## src/rtl/bcd_conv_sched_if.sv

```systemverilog
// bcd_conv_sched_if: channel, converter and result signals of the shared BCD converter scheduler
interface bcd_conv_sched_if #(parameter int N = 3);
  logic [8*N-1:0]  bin_in;
  logic [N-1:0]    req;
  logic            tick;
  logic            conv_start;
  logic [7:0]      conv_bin;
  logic [3:0]      conv_one;
  logic [3:0]      conv_ten;
  logic [1:0]      conv_hun;
  logic [10*N-1:0] bcd_out;
  logic [N-1:0]    valid;
  logic            done;
  logic [2:0]      done_ch;
  logic            busy;
  modport slave (
    input  bin_in, req, tick, conv_one, conv_ten, conv_hun,
    output conv_start, conv_bin, bcd_out, valid, done, done_ch, busy
  );
  modport master (
    output bin_in, req, tick, conv_one, conv_ten, conv_hun,
    input  conv_start, conv_bin, bcd_out, valid, done, done_ch, busy
  );
endinterface

```

## src/rtl/bcd_conv_sched.sv

```systemverilog
// bcd_conv_sched: round-robin sharing of one start-pulse binary-to-BCD converter between N channels
module bcd_conv_sched #(
  parameter int N        = 3,
  parameter int CONV_LAT = 11,
  parameter int CW       = 4
) (
  input logic             clk,
  input logic             rst_n,
  bcd_conv_sched_if.slave bus
);
  typedef enum logic [1:0] {IDLE, START, WAIT, CAPTURE} state_t;
  state_t          state_q, state_d;
  logic [N-1:0]    pend_q, pend_d, valid_q, valid_d;
  logic [2:0]      ptr_q, ptr_d, grant_q, grant_d, done_ch_q, done_ch_d;
  logic [CW-1:0]   cnt_q, cnt_d;
  logic [7:0]      bin_q, bin_d;
  logic [10*N-1:0] bcd_q, bcd_d;
  logic            done_q, done_d;
  logic [2:0]      pick;
  logic            found;
  int              j;
  // lowest offset from ptr wins, so scan offsets from the top down
  always_comb begin
    pick  = '0;
    found = 1'b0;
    j     = 0;
    for (int i = N-1; i >= 0; i--) begin
      j = int'(ptr_q) + i;
      j = (j >= N) ? j - N : j;
      if (pend_q[j]) begin
        pick  = 3'(j);
        found = 1'b1;
      end
    end
  end
  always_comb begin
    state_d   = state_q;
    pend_d    = pend_q;
    valid_d   = valid_q;
    ptr_d     = ptr_q;
    grant_d   = grant_q;
    done_ch_d = done_ch_q;
    cnt_d     = cnt_q;
    bin_d     = bin_q;
    bcd_d     = bcd_q;
    done_d    = 1'b0;
    case (state_q)
      IDLE: if (found) begin
        grant_d = pick;
        bin_d   = bus.bin_in[int'(pick)*8 +: 8];
        state_d = START;
      end
      START: begin
        pend_d[int'(grant_q)] = 1'b0;
        cnt_d   = '0;
        state_d = WAIT;
      end
      WAIT: begin
        cnt_d   = cnt_q + 1'b1;
        state_d = (cnt_q == CW'(CONV_LAT-1)) ? CAPTURE : WAIT;
      end
      CAPTURE: begin
        bcd_d[int'(grant_q)*10 +: 10] = {bus.conv_hun, bus.conv_ten, bus.conv_one};
        valid_d[int'(grant_q)] = 1'b1;
        ptr_d     = (grant_q == 3'(N-1)) ? 3'd0 : grant_q + 3'd1;
        done_d    = 1'b1;
        done_ch_d = grant_q;
        state_d   = IDLE;
      end
      default: state_d = IDLE;
    endcase
    pend_d = pend_d | bus.req | {N{bus.tick}};
  end
  always_ff @(posedge clk or negedge rst_n) begin
    if (!rst_n) begin
      state_q   <= IDLE;
      pend_q    <= '0;
      valid_q   <= '0;
      ptr_q     <= '0;
      grant_q   <= '0;
      done_ch_q <= '0;
      cnt_q     <= '0;
      bin_q     <= '0;
      bcd_q     <= '0;
      done_q    <= 1'b0;
    end else begin
      state_q   <= state_d;
      pend_q    <= pend_d;
      valid_q   <= valid_d;
      ptr_q     <= ptr_d;
      grant_q   <= grant_d;
      done_ch_q <= done_ch_d;
      cnt_q     <= cnt_d;
      bin_q     <= bin_d;
      bcd_q     <= bcd_d;
      done_q    <= done_d;
    end
  end
  assign bus.conv_start = (state_q == START);
  assign bus.busy       = (state_q != IDLE);
  assign bus.conv_bin   = bin_q;
  assign bus.bcd_out    = bcd_q;
  assign bus.valid      = valid_q;
  assign bus.done       = done_q;
  assign bus.done_ch    = done_ch_q;
endmodule
```

## src/flat_wrapper.sv

```systemverilog
// flat-port wrapper written by rule: the top's interface ports become plain ports
module bcd_conv_sched_flat 
#(
  parameter int N        = 3,
  parameter int CONV_LAT = 11,
  parameter int CW       = 4
)
  (clk, rst_n, bus_bin_in, bus_req, bus_tick, bus_conv_one, bus_conv_ten, bus_conv_hun, bus_conv_start, bus_conv_bin, bus_bcd_out, bus_valid, bus_done, bus_done_ch, bus_busy);
  bcd_conv_sched_if #(.N(N)) bus_i ();
  input logic clk;
  input logic rst_n;
  input wire logic [$bits(bus_i.bin_in)-1:0] bus_bin_in;
  input wire logic [$bits(bus_i.req)-1:0] bus_req;
  input wire logic [$bits(bus_i.tick)-1:0] bus_tick;
  input wire logic [$bits(bus_i.conv_one)-1:0] bus_conv_one;
  input wire logic [$bits(bus_i.conv_ten)-1:0] bus_conv_ten;
  input wire logic [$bits(bus_i.conv_hun)-1:0] bus_conv_hun;
  output wire logic [$bits(bus_i.conv_start)-1:0] bus_conv_start;
  output wire logic [$bits(bus_i.conv_bin)-1:0] bus_conv_bin;
  output wire logic [$bits(bus_i.bcd_out)-1:0] bus_bcd_out;
  output wire logic [$bits(bus_i.valid)-1:0] bus_valid;
  output wire logic [$bits(bus_i.done)-1:0] bus_done;
  output wire logic [$bits(bus_i.done_ch)-1:0] bus_done_ch;
  output wire logic [$bits(bus_i.busy)-1:0] bus_busy;
  assign bus_i.bin_in = bus_bin_in;
  assign bus_i.req = bus_req;
  assign bus_i.tick = bus_tick;
  assign bus_i.conv_one = bus_conv_one;
  assign bus_i.conv_ten = bus_conv_ten;
  assign bus_i.conv_hun = bus_conv_hun;
  assign bus_conv_start = bus_i.conv_start;
  assign bus_conv_bin = bus_i.conv_bin;
  assign bus_bcd_out = bus_i.bcd_out;
  assign bus_valid = bus_i.valid;
  assign bus_done = bus_i.done;
  assign bus_done_ch = bus_i.done_ch;
  assign bus_busy = bus_i.busy;
  bcd_conv_sched #(.N(N), .CONV_LAT(CONV_LAT), .CW(CW)) u_core (.clk(clk), .rst_n(rst_n), .bus(bus_i));
endmodule
```

## config.mk

```make
export PLATFORM = sky130hd
export DESIGN_NAME = bcd_conv_sched_flat
export DESIGN_NICKNAME = d
export VERILOG_FILES = /design/src/rtl/bcd_conv_sched_if.sv /design/src/rtl/bcd_conv_sched.sv /design/src/flat_wrapper.sv
export SDC_FILE = /design/constraint.sdc
export NUM_CORES = 1
export LEC_CHECK = 0
export BUFFER_PORTS_ARGS = -buffer_cell sky130_fd_sc_hd__buf_2
export CORE_MARGIN = 2
export CORE_UTILIZATION = 50
export CTS_BUF_LIST = sky130_fd_sc_hd__clkbuf_8 sky130_fd_sc_hd__clkbuf_16
export CTS_CLUSTER_SIZE = 16
export DETAILED_ROUTE_END_ITERATION = 16
export PLACE_DENSITY = 0.77
export SKIP_LAST_GASP = 1
export SLEW_MARGIN = 20
export SYNTH_ARGS = -nofsm -noshare
export SYNTH_HDL_FRONTEND = slang
export SYNTH_SLANG_ARGS = --single-unit
```

## constraint.sdc

```tcl
create_clock -name clk -period 3.38 [get_ports clk]
set_clock_uncertainty 0.05 [all_clocks]
set_input_delay 0.676 -clock clk [delete_from_list [all_inputs] [get_ports clk]]
set_output_delay 0.676 -clock clk [all_outputs]
set_load 0.01 [all_outputs]
```

# Word-level counts from Yosys, hierarchy flattened
# Index checks and enable logic that the tools add are counted.
# W data, S select, Z words.
word_totals:
  register_bits: 60
  out_inout_bits: 47
  word_cells: 74
  inputBits: 40
classes:
  n_mul: 1
  bitwise: 5
  add_sub_neg: 8
  n_eq_ne: 6
  shift: 3
  n_reduce_logical: 5
  n_lt_le_gt_ge: 8
  mux: 28
op_table:
  columns: ["cell", "n"]
  rows:
  - ["$lt A32 B4 Y1 const B", 3]
  - ["$mux W32", 3]
  - ["$ge A32 B3 Y1 const B", 2]
  - ["$sub A32 B3 Y32 const B", 2]
  - ["$neg A32 Y33", 1]
  - ["$shift A10 B33 Y30 const A", 1]
  - ["$shiftx A10 B33 Y30", 1]
  - ["$bwmux W30", 1]
  - ["$shiftx A24 B7 Y8", 1]
  - ["$mux W3", 5]
  - ["$mux W1", 12]
  - ["$or A3 B3 Y3", 3]
  - ["$pmux W2 S4", 1]
  - ["$pmux W4 S2", 1]
  - ["$bmux W1 S2", 3]
  - ["$mul A3 B3 Y6 const B", 1]
  - ["$add A3 B1 Y4 const B", 1]
  - ["$add A3 B2 Y4 const B", 1]
  - ["$add A4 B1 Y4 const B", 1]
  - ["$eq A2 B2 Y1 const B", 2]
  - ["$eq A4 B4 Y1 const B", 1]
  - ["$reduce_bool A2 Y1", 2]
  - ["$sub A3 B2 Y4 const B", 1]
  - ["$add A3 B1 Y3 const B", 1]
  - ["other kinds (13)", 13]

# Longest topological paths before layout
depth:
  depth_word: 11
  mapped_depth: 14

# Least setup slack after synthesis
# OpenSTA, ideal clock, no wires.
synth_timing:
  kind: "flip-flop to flip-flop"
  start: "reg u_core.grant_q[0]"
  end: "reg u_core.bcd_q[4] (netlist: u_core.bus.bcd_out[4])"
  arrival_time_ps: 3124
  path_stages_with_launch: 14
  slack_ps: 78
  required_ps: 3203
  path_cell_list: "dfrtp_1 ha_1 ha_1 inv_1 ha_1 nor2_1 nand2_1 ha_1 clkbuf_1 or4b_1 clkbuf_1 o21ai_1 o2111a_1 mux2_1"
synth_via:
  elab_chain_len: 4
  elab_cells_between_ends: 5
  cone_classes: "add/sub: 1; mul: 1; shift: 2; mux: 1"
synth_lines:
  columns: ["item", "line_no", "rtl"]
  rows:
  - ["from (decl)", "bcd_conv_sched.sv:14", "logic [2:0] ptr_q, ptr_d, grant_q, grant_d, done_ch_q, done_ch_d;"]
  - ["from (signal assigned)", "bcd_conv_sched.sv:91", "grant_q <= grant_d;"]
  - ["$mul A3 B3 Y6 *", "bcd_conv_sched.sv:63", "bcd_d[int'(grant_q)*10 +: 10] = {bus.conv_hun, bus.conv_ten, bus.conv_one};"]
  - ["$neg A32 Y33 *", "bcd_conv_sched.sv:63", null]
  - ["$shiftx A10 B33 Y30 or $shift A10 B33 Y30 (tied branches)", "bcd_conv_sched.sv:63", null]
  - ["$bwmux W30 *", "bcd_conv_sched.sv:63", null]
  - ["to (signal assigned)", "bcd_conv_sched.sv:84", "bcd_q <= '0;"]
  - ["to (signal assigned)", "bcd_conv_sched.sv:95", "bcd_q <= bcd_d;"]
  - ["to (decl)", "bcd_conv_sched.sv:17", "logic [10*N-1:0] bcd_q, bcd_d;"]
# Mark *: on every way between the ends. The rest lies on a longest branch, timed or not.
# A chain may end at the register's enable or synchronous reset.

# Worst setup path in the final report
layout_timing:
  start: "reg u_core.grant_q[0]"
  end: "reg u_core.bcd_q[6] (netlist: u_core.bus.bcd_out[6])"
# Same word-level chain as after synthesis.

==> metrics <==
Routed WL per cell 16.2 µm; diode count 0; post-synthesis sequential area ratio 36.8%; Pleak 2.34 nW; worst relative slew slack 58.0%; Reg clk slew, reported paths 80 ps; crit-path cells ha_1 > ha_1 > inv_1 > ha_1 > nor2_1 > nand2_1 > ha_1 > buf_4 > or4_1 > nand2b_1 > o22ai_1 > mux2_2; Root Buffer clkbuf_8; Final period util 95.6%; Finished Cell Area 4930 µm²; WL final 10.4 mm; FFs w/ async S/R, synth 100%; initial DRC count 355; CP Launch Type register; ranking of synthesized cells by area dfrtp_1, ha_1, mux2i_1, nand2_1, mux2_2; worst vdd ir 0.635 mV; status complete, no violations; die area 8900 µm²; Placer Congestion 0.884; Yosys cell types 62; first-pass GRT wire length 17.4 mm; Final WS setup 150 ps; CP most frequent cell ha_1; core area 7810 µm²; dpl hpwl 7.81 mm; pwr dens 1260 nW/µm²; clk_lat worst skew 350 ps; IO Count 87; share of cells above drive strength 1 27.1%; Pre-antenna DRT Iters 7; CP max FO 18; P&R area growth vs syn 20.7%; top_reg_cell synth dfrtp_1; Fin. Hold Viols 0; Synth area leader dfrtp_1; Setup CP Type register to register; # H-tree levels 3; number of global-route vias before repair 3,568; Rows 32; synthesized netlist net count 506; Port-buffer cells 86; clk buf depth 2; total track usage 24.6%; placed standard-cell area 4670 µm²; EDFF count, synth 0; fillcell total 666; DRC 0; Crit path max-delay family simple AND/OR/NAND/NOR gates; largest net degree at the start of global routing 50; final setup fails 0; TritonCTS Buffers 9; Post-synth top cells dfrtp_1, nand2_1, nor2_1; antenna violations before repair 0; nets 597; Ys Warns 0; Starting Density 52.3%; post-place setup slack 187 ps; Post-Syn Area 4080 µm²; CP required 3620 ps; Worst path max stage delay 630 ps; cell at the slowest stage of the critical path or4_1; GRT overflow 0; most frequent cell after synthesis dfrtp_1; area share of the largest cell type after synthesis 36.8%; fin crit period 3230 ps; die height 94.4 µm; HP Class input port to asynchronous set/reset pin; Syn Area/Cell 9.21 µm²; via count 3,800; Routed Antenna Nets 0; max-cap violation count 0; worst slew pin tran 625 ps; number of synthesized register bits 60; vias per inst 5.93; Pins Over Slew Limit 0; unrepaired setup endpoints after global routing false; sum of negative setup slack 0 ps; Clock Sinks 60; Buf/Inv on CP 2; TritonCTS clock tree built; Critical Path AT 3470 ps; Die Span X 94.4 µm; crit path capture type register; Synth Instances 443; fmax 0.310 GHz
## power by group
group / total, mW / switching (mW) / internal (mW)
clock network: 0.802 / 0.307 / 0.494
registers: 1.17 / 0.165 / 1.00
logic: 4.22 / 2.52 / 1.71
total: 6.19 / 2.99 / 3.20
## worst paths after layout
| kind | cells after the start | startpoint | slack [ps] | end |
|---|---|---|---|---|
| setup / recovery | 12 | u_core.grant_q[0]$_DFFE_PN0P_ | 150 | u_core.bus.bcd_out[6]$_DFFE_PN0P_ |
| hold / removal | 1 | rst_n | 290 | u_core.bus.bcd_out[11]$_DFFE_PN0P_ |
| setup reg to reg | 12 | u_core.grant_q[0]$_DFFE_PN0P_ | 150 | u_core.bus.bcd_out[6]$_DFFE_PN0P_ |
| hold reg to reg | 1 | u_core.bus.valid[1]$_DFFE_PN0P_ | 430 | u_core.bus.valid[1]$_DFFE_PN0P_ |
| max in group asynchronous | 2 | rst_n | 2390 | u_core.bus.conv_bin[2]$_DFFE_PN0P_ |
| min in group clk | 1 | u_core.bus.valid[1]$_DFFE_PN0P_ | 430 | u_core.bus.valid[1]$_DFFE_PN0P_ |
## per-layer routing
layer | GRT usage, % | share of wire [%] | routed length (µm) | vias to the layer above
met5 | 0 | 0 | 0 | -
met2 | 38.5 | 48 | 4950 | 151
met4 | 10.4 | 2.5 | 265 | 0
met1 | 34.4 | 44 | 4620 | 1824
li1 | - | - | - | 1797
met3 | 3.35 | 5.4 | 563 | 28
## state kept, by name, indices dropped and copies added, names as in the netlist
register,count
u_core.bus.bcd_out,30
u_core.bus.conv_bin,8
u_core.cnt_q,4
u_core.bus.done_ch,3
u_core.bus.valid,3
u_core.grant_q,3
u_core.pend_q,3
u_core.ptr_q,3
u_core.state_q,2
u_core.bus.done,1
## timing repair
item | CTS | global route
hold buffers | 0 | 0
gates resized for setup | 0 | 2
buffers inserted | 0 | 0
setup endpoints to repair | 0 | 5
## placed cells by master (no fill, tap or decap), types with 3 or more instances in the layout
cell type,instances
bufinv_16,3
ha_1,23
nor2b_1,6
dfrtp_1,60
nand3_1,15
o31ai_1,6
mux2_2,16
o22ai_1,17
a21o_1,4
xnor2_1,3
o22a_1,5
nand2b_1,9
nand2_1,52
o211ai_1,4
a21oi_1,21
a211o_1,4
mux2_1,10
o21ai_0,7
inv_1,16
nor2_1,28
a32o_1,8
nor3_1,5
o21ai_1,11
mux2i_1,24
buf_4,19
buf_2,85
o221ai_1,3
nand4_1,3
a31oi_1,11
or2_1,8
clkbuf_8,9
## metrics by stage
step	hold slack [ps]	util, %	power, mW	std cells
detailed placement	398	59.8	5.31	625
finish	285	63.1	6.19	641
global route	350	63.1	6.70	641
global placement	406	59.8	5.18	625
CTS	425	63.0	6.14	641
floorplan	330	-	4.20	443
## cell families after synthesis
| family | Yosys count | share of synthesized area, % |
|---|---|---|
| fa+ha+maj | 23 | 7.05 |
| simple gates | 148 | 18.1 |
| flops | 60 | 36.8 |
| buf+inv | 41 | 4.17 |
| mux | 50 | 13.1 |
| xor+xnor | 5 | 1.07 |
| compound gates | 116 | 19.8 |
## final cells by class
| class | count | area [µm²] | share of cell area [%] |
|---|---|---|---|
| repair buffers | 104 | 568 | 11.5 |
| inverters | 17 | 63.8 | 1.30 |
| clock inverters | 7 | 124 | 2.51 |
| flip-flops and latches | 60 | 1500 | 30.5 |
| well taps | 102 | 128 | 2.59 |
| multi-input cells | 342 | 2420 | 49.1 |
| clock buffers | 9 | 124 | 2.51 |
Power figures use the tool's default switching activity.
